### src/rtl/regfile_scoreboard_pkg.sv
// rtl/regfile_scoreboard_pkg.sv - shared defaults and register-index type for the scoreboarded register file
package regfile_scoreboard_pkg;

  localparam int DEFAULT_DATA_W = 16;
  localparam int DEFAULT_ADDR_W = 3;

  // Index type shared with instruction decode so operand fields match the file depth.
  typedef logic [DEFAULT_ADDR_W-1:0] reg_idx_t;

endpackage

### src/rtl/regfile_scoreboard_if.sv
// rtl/regfile_scoreboard_if.sv - read/write/reserve bundle between a pipeline and the register file
interface regfile_scoreboard_if
  import regfile_scoreboard_pkg::*;
#(
  parameter int DATA_W = DEFAULT_DATA_W,
  parameter int ADDR_W = DEFAULT_ADDR_W
);

  localparam int DEPTH = 2 ** ADDR_W;

  logic              rd_en_a;
  logic [ADDR_W-1:0] rd_addr_a;
  logic [DATA_W-1:0] rd_data_a;
  logic              rd_en_b;
  logic [ADDR_W-1:0] rd_addr_b;
  logic [DATA_W-1:0] rd_data_b;
  logic              wr_en;
  logic [ADDR_W-1:0] wr_addr;
  logic [DATA_W-1:0] wr_data;
  logic              rsv_en;
  logic [ADDR_W-1:0] rsv_addr;
  logic              busy_a;
  logic              busy_b;
  logic [DEPTH-1:0]  busy_vec;

  modport master (
    output rd_en_a, rd_addr_a, rd_en_b, rd_addr_b,
    output wr_en, wr_addr, wr_data, rsv_en, rsv_addr,
    input  rd_data_a, rd_data_b, busy_a, busy_b, busy_vec
  );

  modport slave (
    input  rd_en_a, rd_addr_a, rd_en_b, rd_addr_b,
    input  wr_en, wr_addr, wr_data, rsv_en, rsv_addr,
    output rd_data_a, rd_data_b, busy_a, busy_b, busy_vec
  );

endinterface

### src/rtl/regfile_scoreboard.sv
// rtl/regfile_scoreboard.sv - two-read one-write register file with per-register pending (scoreboard) bits
module regfile_scoreboard
  import regfile_scoreboard_pkg::*;
#(
  parameter int DATA_W   = DEFAULT_DATA_W,
  parameter int ADDR_W   = DEFAULT_ADDR_W,
  parameter bit ZERO_REG = 1'b0,
  parameter bit BYPASS   = 1'b1
) (
  input logic               clk,
  input logic               reset,
  regfile_scoreboard_if.slave bus
);

  localparam int DEPTH = 2 ** ADDR_W;

  logic [DATA_W-1:0] regs [DEPTH];
  logic [DEPTH-1:0]  busy_q;
  logic [DEPTH-1:0]  busy_d;
  logic [DATA_W-1:0] rd_q_a;
  logic [DATA_W-1:0] rd_q_b;
  logic [DATA_W-1:0] rd_nxt_a;
  logic [DATA_W-1:0] rd_nxt_b;
  logic              wr_ok;
  logic              rsv_ok;
  logic              fwd_a;
  logic              fwd_b;

  // With a hardwired zero register, index 0 never accepts data nor a reservation.
  always_comb begin
    wr_ok  = bus.wr_en  && !(ZERO_REG && (bus.wr_addr  == '0));
    rsv_ok = bus.rsv_en && !(ZERO_REG && (bus.rsv_addr == '0));
    fwd_a  = BYPASS && wr_ok && (bus.wr_addr == bus.rd_addr_a);
    fwd_b  = BYPASS && wr_ok && (bus.wr_addr == bus.rd_addr_b);
  end

  always_comb begin
    rd_nxt_a = regs[bus.rd_addr_a];
    if (ZERO_REG && (bus.rd_addr_a == '0)) begin
      rd_nxt_a = '0;
    end else if (fwd_a) begin
      rd_nxt_a = bus.wr_data;
    end
  end

  always_comb begin
    rd_nxt_b = regs[bus.rd_addr_b];
    if (ZERO_REG && (bus.rd_addr_b == '0)) begin
      rd_nxt_b = '0;
    end else if (fwd_b) begin
      rd_nxt_b = bus.wr_data;
    end
  end

  // Reserve is applied after the write-clear so a new producer stays pending.
  always_comb begin
    busy_d = busy_q;
    if (wr_ok) begin
      busy_d[bus.wr_addr] = 1'b0;
    end
    if (rsv_ok) begin
      busy_d[bus.rsv_addr] = 1'b1;
    end
  end

  // A value being written this cycle is not a hazard unless it is re-reserved at once.
  always_comb begin
    bus.busy_a = busy_q[bus.rd_addr_a] &&
                 !(fwd_a && !(rsv_ok && (bus.rsv_addr == bus.rd_addr_a)));
    bus.busy_b = busy_q[bus.rd_addr_b] &&
                 !(fwd_b && !(rsv_ok && (bus.rsv_addr == bus.rd_addr_b)));
  end

  always_ff @(posedge clk or posedge reset) begin
    if (reset) begin
      for (int i = 0; i < DEPTH; i++) begin
        regs[i] <= '0;
      end
      rd_q_a <= '0;
      rd_q_b <= '0;
      busy_q <= '0;
    end else begin
      if (wr_ok) begin
        regs[bus.wr_addr] <= bus.wr_data;
      end
      if (bus.rd_en_a) begin
        rd_q_a <= rd_nxt_a;
      end
      if (bus.rd_en_b) begin
        rd_q_b <= rd_nxt_b;
      end
      busy_q <= busy_d;
    end
  end

  assign bus.rd_data_a = rd_q_a;
  assign bus.rd_data_b = rd_q_b;
  assign bus.busy_vec  = busy_q;

endmodule
### src/flat_wrapper.sv
// flat-port wrapper written by rule: the top's interface ports become plain ports
module regfile_scoreboard_flat import regfile_scoreboard_pkg::*;
#(
  parameter int DATA_W   = DEFAULT_DATA_W,
  parameter int ADDR_W   = DEFAULT_ADDR_W,
  parameter bit ZERO_REG = 1'b0,
  parameter bit BYPASS   = 1'b1
)
  (clk, reset, bus_rd_en_a, bus_rd_addr_a, bus_rd_en_b, bus_rd_addr_b, bus_wr_en, bus_wr_addr, bus_wr_data, bus_rsv_en, bus_rsv_addr, bus_rd_data_a, bus_rd_data_b, bus_busy_a, bus_busy_b, bus_busy_vec);
  regfile_scoreboard_if #(.DATA_W(DATA_W), .ADDR_W(ADDR_W)) bus_i ();
  input logic clk;
  input logic reset;
  input wire logic [$bits(bus_i.rd_en_a)-1:0] bus_rd_en_a;
  input wire logic [$bits(bus_i.rd_addr_a)-1:0] bus_rd_addr_a;
  input wire logic [$bits(bus_i.rd_en_b)-1:0] bus_rd_en_b;
  input wire logic [$bits(bus_i.rd_addr_b)-1:0] bus_rd_addr_b;
  input wire logic [$bits(bus_i.wr_en)-1:0] bus_wr_en;
  input wire logic [$bits(bus_i.wr_addr)-1:0] bus_wr_addr;
  input wire logic [$bits(bus_i.wr_data)-1:0] bus_wr_data;
  input wire logic [$bits(bus_i.rsv_en)-1:0] bus_rsv_en;
  input wire logic [$bits(bus_i.rsv_addr)-1:0] bus_rsv_addr;
  output wire logic [$bits(bus_i.rd_data_a)-1:0] bus_rd_data_a;
  output wire logic [$bits(bus_i.rd_data_b)-1:0] bus_rd_data_b;
  output wire logic [$bits(bus_i.busy_a)-1:0] bus_busy_a;
  output wire logic [$bits(bus_i.busy_b)-1:0] bus_busy_b;
  output wire logic [$bits(bus_i.busy_vec)-1:0] bus_busy_vec;
  assign bus_i.rd_en_a = bus_rd_en_a;
  assign bus_i.rd_addr_a = bus_rd_addr_a;
  assign bus_i.rd_en_b = bus_rd_en_b;
  assign bus_i.rd_addr_b = bus_rd_addr_b;
  assign bus_i.wr_en = bus_wr_en;
  assign bus_i.wr_addr = bus_wr_addr;
  assign bus_i.wr_data = bus_wr_data;
  assign bus_i.rsv_en = bus_rsv_en;
  assign bus_i.rsv_addr = bus_rsv_addr;
  assign bus_rd_data_a = bus_i.rd_data_a;
  assign bus_rd_data_b = bus_i.rd_data_b;
  assign bus_busy_a = bus_i.busy_a;
  assign bus_busy_b = bus_i.busy_b;
  assign bus_busy_vec = bus_i.busy_vec;
  regfile_scoreboard #(.DATA_W(DATA_W), .ADDR_W(ADDR_W), .ZERO_REG(ZERO_REG), .BYPASS(BYPASS)) u_core (.clk(clk), .reset(reset), .bus(bus_i));
endmodule
### config.mk
export PLATFORM = sky130hd
export DESIGN_NAME = regfile_scoreboard_flat
export DESIGN_NICKNAME = d
export VERILOG_FILES = /design/src/rtl/regfile_scoreboard_pkg.sv /design/src/rtl/regfile_scoreboard_if.sv /design/src/rtl/regfile_scoreboard.sv /design/src/flat_wrapper.sv
export SDC_FILE = /design/constraint.sdc
export NUM_CORES = 1
export LEC_CHECK = 0
export ABC_CLOCK_PERIOD_IN_PS = 11900
export CAP_MARGIN = 30
export CORE_ASPECT_RATIO = 0.6
export CORE_UTILIZATION = 50
export CTS_CLUSTER_DIAMETER = 30
export DETAILED_ROUTE_END_ITERATION = 12
export GPL_TIMING_DRIVEN = 0
export PLACE_DENSITY_LB_ADDON = 0.05
export SLEW_MARGIN = 30
export SYNTH_ARGS = -nofsm -noshare
export SYNTH_HDL_FRONTEND = slang
export SYNTH_SLANG_ARGS = --single-unit
### constraint.sdc
create_clock -name clk -period 11.9 [get_ports clk]
set_input_delay 3.57 -clock clk [delete_from_list [all_inputs] [get_ports clk]]
set_output_delay 3.57 -clock clk [all_outputs]
set_load 0.02 [all_outputs]
After elaboration in Yosys (flattened, before gate mapping). Index checks and enable logic that the tools add are counted.

Register bits: 168.

Bitwise operators: 6. Multiplexer cells: 21. $lt $le $gt $ge: 10. Equality and inequality tests: 4. Reductions and logical operators: 15.

Operators by type and width (number): $bwmux 128 (1); $mux 16 (7); $bmux 16 s3 (2); $demux 16 s3 (1); $lt 3x4->1 const B (4); $mux 8 (2); $eq 3x3->1 (4); $ge 4x4->1 const B (3); $not 3->4 (3); $logic_and 1x1->1 (11); $and 8x8->8 (1); $not 8->8 (1); $or 8x8->8 (1); $bmux 1 s3 (2); $demux 1 s3 (2); $ge 3x1->1 const B (2); $logic_not 1->1 (4); $lt 4x1->1 const B (1); $mux 1 (4).

Logic depth before layout (Yosys ltp). Gate-level depths: netlist of the first run.

Depth after elaboration: 9. Depth in mapped cells: 7. Gate-level depth less buffers: 4.

Worst setup path after synthesis of the first run. No wires, ideal clock.

Path type: in2out. From: input bus_wr_addr[0]. To: output bus_busy_b. Required time: 8.330 ns. Slack: 3.582 ns. Stages: 6. Buffers on the path: 3. Arrival: 4.748 ns. Cells stage by stage: buf_4 xnor2_1 and4_1 buf_2 buf_4 a21oi_1.

Word-level cells in the longest chain between the ends: 5.

Ends and longest elaborated chain: start, declared (RTL line flat_wrapper.sv:18) `input wire logic [$bits(bus_i.wr_addr)-1:0] bus_wr_addr;`; $eq 3x3->1 (RTL line regfile_scoreboard.sv:34) `fwd_b = BYPASS && wr_ok && (bus.wr_addr == bus.rd_addr_b);`; $logic_and 1x1->1 (RTL line regfile_scoreboard.sv:34); $logic_and 1x1->1 (RTL line regfile_scoreboard.sv:71) `!(fwd_b && !(rsv_ok && (bus.rsv_addr == bus.rd_addr_b)));`; $logic_not 1->1 (RTL line regfile_scoreboard.sv:71); $logic_and 1x1->1 (RTL line regfile_scoreboard.sv:70) `bus.busy_b = busy_q[bus.rd_addr_b] &&`; end, declared (RTL line flat_wrapper.sv:25) `output wire logic [$bits(bus_i.busy_b)-1:0] bus_busy_b;`.

Every way passes these cells.

Final worst setup path of the first run.
From: input bus_rd_addr_a[2]. To: output bus_busy_a.

Word-level cells in the longest chain between the ends: 6. Elaborated cells on any way between the ends: 10. Classes of those cells: eq/ne (2); mux (2); reduce/logical (6).

Ends and longest elaborated chain: start, declared (RTL line flat_wrapper.sv:14) `input wire logic [$bits(bus_i.rd_addr_a)-1:0] bus_rd_addr_a;`; $eq 3x3->1 (RTL line regfile_scoreboard.sv:69) `!(fwd_a && !(rsv_ok && (bus.rsv_addr == bus.rd_addr_a)));`; $logic_and 1x1->1 (RTL line regfile_scoreboard.sv:69); $logic_not 1->1 (RTL line regfile_scoreboard.sv:69); $logic_and 1x1->1 (RTL line regfile_scoreboard.sv:69); $logic_not 1->1 (RTL line regfile_scoreboard.sv:69); $logic_and 1x1->1 * (RTL line regfile_scoreboard.sv:68) `bus.busy_a = busy_q[bus.rd_addr_a] &&`; end, declared (RTL line flat_wrapper.sv:24) `output wire logic [$bits(bus_i.busy_a)-1:0] bus_busy_a;`.

Mark *: on every way between the ends. The rest lies on a longest branch, timed or not. The select of a mux whose other input is x is not followed.

==> results of run 1 <==
## worst register-to-register path, delay by kind of cell (launching register included)
kind	cells	cell delay, ps
flip-flops	1	400
AO/OA/AOI/OAI	2	480
AND/OR/NAND/NOR	1	230
multiplexers	1	480
## cells by family after synthesis
family | synth area share [%]
DFF | 46.45
and+or+nand+nor | 4.673
xor gates and xnor gates | 1.161
muxes | 33.78
buffers and inverters | 5.641
AOI/OAI and AO/OA | 8.295
## routing by layer
layer	up-vias	GRT usage, %	routed length (µm)
met3	20	8.441	2250
met1	3198	44.69	11990
li1	2571	-	-
met4	0	5.280	177
met2	225	38.59	10320
met5	-	4.167	0
## per-stage QoR
stage,cells,cell area (µm²),util (%),hold WS (ps),power [W]
after floorplan,644,9050,-,465.3,0.001104
after global routing,958,10410,59.83,525.7,0.001894
final,959,10420,59.84,510.6,0.001809
after CTS,958,10410,59.83,513.1,0.001812
after global placement,925,9813,56.38,477.5,0.001249
after detailed placement,926,9848,56.58,498.1,0.001276
## power breakdown
part / switching [W] / internal [W] / total (W) / leakage (nW)
combinational: 0.000214 / 0.000269 / 0.000483 / 1.94
sequential: 0.0000886 / 0.000697 / 0.000785 / 2.03
clock: 0.000244 / 0.000296 / 0.000541 / 0.256
## Yosys cell counts (all sizes together)
cell type	number	area, µm²
dfrtp	168	4204
mux2i	2	20.02
o22ai	34	212.7
nor3	2	32.53
nand2	7	26.28
o21ai	36	180.2
inv	37	138.9
buf	53	311.5
mux4	68	1595
a211oi	32	330.3
nand4	5	31.28
mux2	128	1441
nand4b	3	45.04
a21oi	2	10.01
nor3b	2	37.54
nand2b	4	32.53
o32ai	2	17.52
clkbuf	13	60.05
nor2b	32	200.2
xnor2	12	105.1
and4	2	17.52
## registers in the layout, summed over array words and instances, names as in the netlist
name,cells
u_core.regs,128
u_core.bus.rd_data_a,16
u_core.bus.rd_data_b,16
u_core.bus.busy_vec,8
## worst max-delay path by stage
stage / end / slack (ps) / cells after the start
2_1_floorplan: bus_busy_b / 3580 / 6
3_3_place_gp: u_core.regs[35] / 1700 / 2
3_5_place_dp: bus_busy_a / 2840 / 6
4_1_cts: bus_busy_a / 2850 / 6
5_1_grt: bus_busy_a / 2740 / 6
6_report: bus_busy_a / 2850 / 6
## final cells by class
class                   count  share of cell area [%]
diodes                      1                 0.02402
plain buffers              66                   3.568
repair buffers             48                   4.781
inverters                  37                   1.405
clock inverters            12                   1.141
well taps                 234                   2.811
clock buffers              20                   4.288
multi-input cells         373                   41.62
flip-flops and latches    168                   40.36
==> impl_metrics.env, run 1 <==
export IMPL_die_w_um=175.7
export IMPL_syn_area_um2=9050
export IMPL_syn_to_final_growth_pct=15.10
export IMPL_crit_chain="buf_2 > clkbuf_1 > xnor2_1 > nand4_1 > a21oi_1 > clkdlybuf4s50_1"
export IMPL_tightestPinTransition_ps=827.1
export IMPL_antenna_found_initial=0
export IMPL_insertion_delay_ps=430
export IMPL_dieArea_um2=18660
export IMPL_cts_buffers=17
export IMPL_period_minus_slack_ps=9046
export IMPL_clk_pin_slew_ps=70
export IMPL_min_from="u_core.regs[101]"
export IMPL_pre_cts_ws_ps=2844
export IMPL_critPathSlowestCell="clkbuf_1"
export IMPL_num_rows=37
export IMPL_start_util_pct=51.99
export IMPL_fillCellCount=1428
export IMPL_finalSetupTns_ps=0
export IMPL_syn_area_per_cell_um2=14.05
export IMPL_cts_htree_levels=4
export IMPL_setup_viol=0
export IMPL_grt_max_degree=95
export IMPL_critPathLaunch="bus_rd_addr_a[2]"
export IMPL_io_pins=76
export IMPL_outcome="finished clean"
export IMPL_max_vdd_ir_drop_uv=94.26
export IMPL_max_freq_mhz=110.5
export IMPL_fin_skew_ps=7.291
export IMPL_worst_ep_required_time_ps=8330
export IMPL_num_vias=6014
export IMPL_cts_root_buf="clkbuf_16"
export IMPL_max_stage_delay_ps=620
export IMPL_wl_per_cell_um=25.79
export IMPL_slew_headroom_pct=44.86
export IMPL_gr_usage_all_layers_pct=28.52
export IMPL_tritoncts="done"
export IMPL_ys_types=31
export IMPL_multi_input_area_um2=4335
export IMPL_maxSlewViolCount=0
export IMPL_mostFrequentLayoutCells="168 x dfrtp_1, 91 x mux2_2, 51 x mux4_2, 47 x clkdlybuf4s50_1, 37 x mux2_1"
export IMPL_drc=0
export IMPL_hold_path_class="reg -> reg"
export IMPL_wl_um=24730
export IMPL_overflow=0
export IMPL_synth_fp_nets=678
export IMPL_via_per_inst=6.271
export IMPL_holdPathStages=1
export IMPL_grt_first_pass_wirelength_um=38010
export IMPL_hold_viol=0
export IMPL_drive_gt1_share_pct=32.46
export IMPL_cts_hold_buf=0
export IMPL_seq_area_frac_synth_pct=46.45
export IMPL_rr_startpoint="u_core.regs[40]"
export IMPL_drtIter0Drc=521
export IMPL_final_common_cell="dfrtp_1"
export IMPL_ant_nets=0
export IMPL_numPortBuffers=47
export IMPL_synthCells=644
export IMPL_finalCritPeriodShare_pct=76.01
export IMPL_crit_path_end_kind="output pin"
export IMPL_hold_path_end="u_core.regs[101]"
export IMPL_maxCapViolCount=0
export IMPL_grt_pass1_vias=6064
export IMPL_drt_pass1_iterations=5
export IMPL_critPathKind="in -> out"
export IMPL_path_buf_inv=3
export IMPL_worstPathArrival_ps=5480
export IMPL_clk_path_buf_depth=2
export IMPL_reg2reg_to="u_core.bus.rd_data_b[8]"
export IMPL_core_um2=17410
export IMPL_p_leak_nw=4.230
export IMPL_nNetsFinal=745
export IMPL_crit_path_start_kind="primary input"
export IMPL_clock_sink_count=168
export IMPL_rsz0062_at_grt="no"
export IMPL_die_h_um=106.2
export IMPL_rr_worst_depth=4
export IMPL_register_area_um2=4204
export IMPL_hpwl_um=17840
export IMPL_ys_warn_count=0
export IMPL_setup_ws_ps=2854
export IMPL_reg2reg_slack_ps=10170
export IMPL_crit_fanout=10
export IMPL_power_density_nw_per_um2=173.7
export IMPL_timing_critical_path_max_delay_family="buffers and inverters"
export IMPL_yosys_register_bits=168
export IMPL_gp_congestion=0.8149
export IMPL_ctsResizeCount=0
export IMPL_postCtsSetupBuffers=0
Note: power is estimated with default switching activity, not from simulation.
==> run 2, diff against run 1 <==
--- a/config.mk
+++ b/config.mk
@@ -5,7 +5,7 @@
 export SDC_FILE = /design/constraint.sdc
 export NUM_CORES = 1
 export LEC_CHECK = 0
-export ABC_CLOCK_PERIOD_IN_PS = 11900
+export ABC_CLOCK_PERIOD_IN_PS = 7900
 export CAP_MARGIN = 30
 export CORE_ASPECT_RATIO = 0.6
 export CORE_UTILIZATION = 50
==> constraint.sdc (replaced) <==
create_clock -name clk -period 7.9 [get_ports clk]
set_input_delay 2.37 -clock clk [delete_from_list [all_inputs] [get_ports clk]]
set_output_delay 2.37 -clock clk [all_outputs]
set_load 0.02 [all_outputs]
==> results of run 2 <==
Same layout as run 1 (identical final DEF). Status: finished clean.
Main changes from that run: setup slack after placement 2844 ps -> 1244 ps; setup slack after layout 2854 ps -> 1254 ps; register-to-register setup slack 10170 ps -> 6170 ps; total power 0.001809 W -> 0.002725 W; worst IR drop on VDD 94.26 µV -> 142.0 µV
==> run 3, diff against run 2 <==
--- a/config.mk
+++ b/config.mk
@@ -5,7 +5,7 @@
 export SDC_FILE = /design/constraint.sdc
 export NUM_CORES = 1
 export LEC_CHECK = 0
-export ABC_CLOCK_PERIOD_IN_PS = 7900
+export ABC_CLOCK_PERIOD_IN_PS = 6250
 export CAP_MARGIN = 30
 export CORE_ASPECT_RATIO = 0.6
 export CORE_UTILIZATION = 50
==> constraint.sdc (replaced) <==
create_clock -name clk -period 6.25 [get_ports clk]
set_input_delay 1.875 -clock clk [delete_from_list [all_inputs] [get_ports clk]]
set_output_delay 1.875 -clock clk [all_outputs]
set_load 0.02 [all_outputs]
==> run 3 against run 2 <==
  * Final cell count is 0.42% higher
  * Setup slack worse by 810 ps
  * Combinational power is 29% higher
  * Die area stayed put
  * Total power is 27% higher
  * Via count is 0.70% higher
  * Worst hold slack better by 1.3 ps
  * Core utilization is 0.58 points higher
  * Flip-flop and latch count stayed put
  * Register-to-register slack worse by 1800 ps
  * Routed wire length is 1.2% higher
  * Critical path type unchanged
  * Critical endpoint unchanged
  * Largest power group unchanged
==> impl_metrics.env, run 3 (same netlist as run 1, synthesis figures left out) <==
export IMPL_outcome="finished clean"
export IMPL_wl_per_cell_um=26.00
export IMPL_p_leak_nw=4.283
export IMPL_die_w_um=175.7
export IMPL_setup_viol=0
export IMPL_clk_pin_slew_ps=60
export IMPL_rsz0062_at_grt="no"
export IMPL_pre_cts_ws_ps=487.5
export IMPL_worstPathArrival_ps=3930
export IMPL_grt_first_pass_wirelength_um=38170
export IMPL_finalCritPeriodShare_pct=92.84
export IMPL_clk_path_buf_depth=2
export IMPL_die_h_um=106.2
export IMPL_cts_htree_levels=4
export IMPL_ant_nets=0
export IMPL_max_flop_register="u_core.regs"
export IMPL_max_stage_delay_ps=660
export IMPL_drc=0
export IMPL_hpwl_um=18070
export IMPL_crit_fanout=10
export IMPL_core_um2=17410
export IMPL_tightestPinTransition_ps=836.2
export IMPL_tritoncts="done"
export IMPL_cts_hold_buf=0
export IMPL_slew_headroom_pct=44.26
export IMPL_nNetsFinal=750
export IMPL_overflow=0
export IMPL_grt_pass1_vias=6053
export IMPL_critPathKind="in -> out"
export IMPL_crit_path_start_kind="primary input"
export IMPL_fillCellCount=1372
export IMPL_cts_buffers=17
export IMPL_timing_critical_path_max_delay_family="buffers and inverters"
export IMPL_path_buf_inv=3
export IMPL_whs_ps=511.9
export IMPL_fin_skew_ps=12.11
export IMPL_finalSetupTns_ps=0
export IMPL_num_vias=6056
export IMPL_diodes=0
export IMPL_gr_usage_all_layers_pct=28.41
export IMPL_fin_util_pct=60.42
export IMPL_ctsResizeCount=0
export IMPL_mostFrequentLayoutCells="168 x dfrtp_1, 91 x mux2_2, 51 x mux4_2, 47 x clkdlybuf4s50_1, 37 x mux2_1"
export IMPL_via_per_inst=6.289
export IMPL_num_rows=37
export IMPL_maxCapViolCount=0
export IMPL_stdcell_area_um2=10520
export IMPL_clock_sink_count=168
export IMPL_start_util_pct=51.99
export IMPL_period_minus_slack_ps=5803
export IMPL_max_vdd_ir_drop_uv=212.7
export IMPL_setup_ws_ps=447.3
export IMPL_drt_pass1_iterations=5
export IMPL_cts_root_buf="clkbuf_16"
export IMPL_critPathSlowestCell="buf_1"
export IMPL_grt_max_degree=32
export IMPL_final_common_cell="dfrtp_1"
export IMPL_wl_um=25040
export IMPL_power_density_nw_per_um2=329.3
export IMPL_dieArea_um2=18660
export IMPL_postCtsSetupBuffers=0
export IMPL_insertion_delay_ps=430
export IMPL_place_area_um2=9952
export IMPL_numPortBuffers=47
export IMPL_crit_chain="buf_2 > buf_1 > mux4_2 > mux2i_1 > a21oi_1 > clkdlybuf4s50_1"
export IMPL_antenna_found_initial=1
export IMPL_hold_viol=0
export IMPL_io_pins=76
export IMPL_max_freq_mhz=172.3
export IMPL_largest_reg_flops=128
export IMPL_worst_ep_required_time_ps=4380
export IMPL_drtIter0Drc=523
export IMPL_drive_gt1_share_pct=32.92
export IMPL_gp_congestion=0.8409
export IMPL_hold_path_class="reg -> reg"
export IMPL_maxSlewViolCount=0
export IMPL_syn_to_final_growth_pct=16.20
export IMPL_crit_path_end_kind="output pin"
==> run 3: worst reg2reg max path, stage by stage (launching register included) <==
cell,delay (ps)
dfrtp_1,390
mux4_2,460
nor2b_1,150
a211oi_1,530
o22ai_1,190
==> run 3: final cells by class <==
cell class	instances	area (µm²)	area share, %
clock buffer	20	446.7	4.247
inverter	37	142.6	1.356
multi-input combinational	373	4335	41.23
timing repair buffer	53	605.6	5.758
buffer	66	371.6	3.534
clock inverter	12	117.6	1.118
tap	234	292.8	2.784
sequential	168	4204	39.98
==> run 3: stage by stage <==
stage,cells,total power [W]
final,963,0.003463
after global routing,963,0.003602
after CTS,963,0.003470
after detailed placement,931,0.002441
after global placement,925,0.002387
after floorplan,644,0.002102
==> run 3: power breakdown <==
part           switching (W)  leakage [nW]  internal [W]  total (W)
logic               0.000421          1.99      0.000519   0.000940
clock network       0.000463         0.264      0.000565    0.00103
registers           0.000167          2.03       0.00133    0.00149
==> run 3: path summary, 6_finish.rpt <==
check	endpoint	slack, ps	cells past startpoint	start
hold reg to reg	u_core.regs[87]	510	1	u_core.regs[87]
setup reg to reg	u_core.bus.rd_data_a[15]	4370	4	u_core.regs[47]
setup / recovery	bus_busy_a	450	6	bus_rd_addr_a[1]
min in group asynchronous	u_core.regs[108]	1840	2	reset
max in group asynchronous	u_core.bus.rd_data_b[13]	3660	4	reset
hold / removal	u_core.regs[87]	510	1	u_core.regs[87]
==> run 3: metal layers <==
layer	vias up	track usage (%)	share of wire (%)	routed length [µm]
li1	2578	-	-	-
met1	3193	44.67	49	12280
met2	265	38.06	41	10220
met3	20	8.727	9.3	2336
met4	0	6.087	0.79	197
met5	-	0	0	0
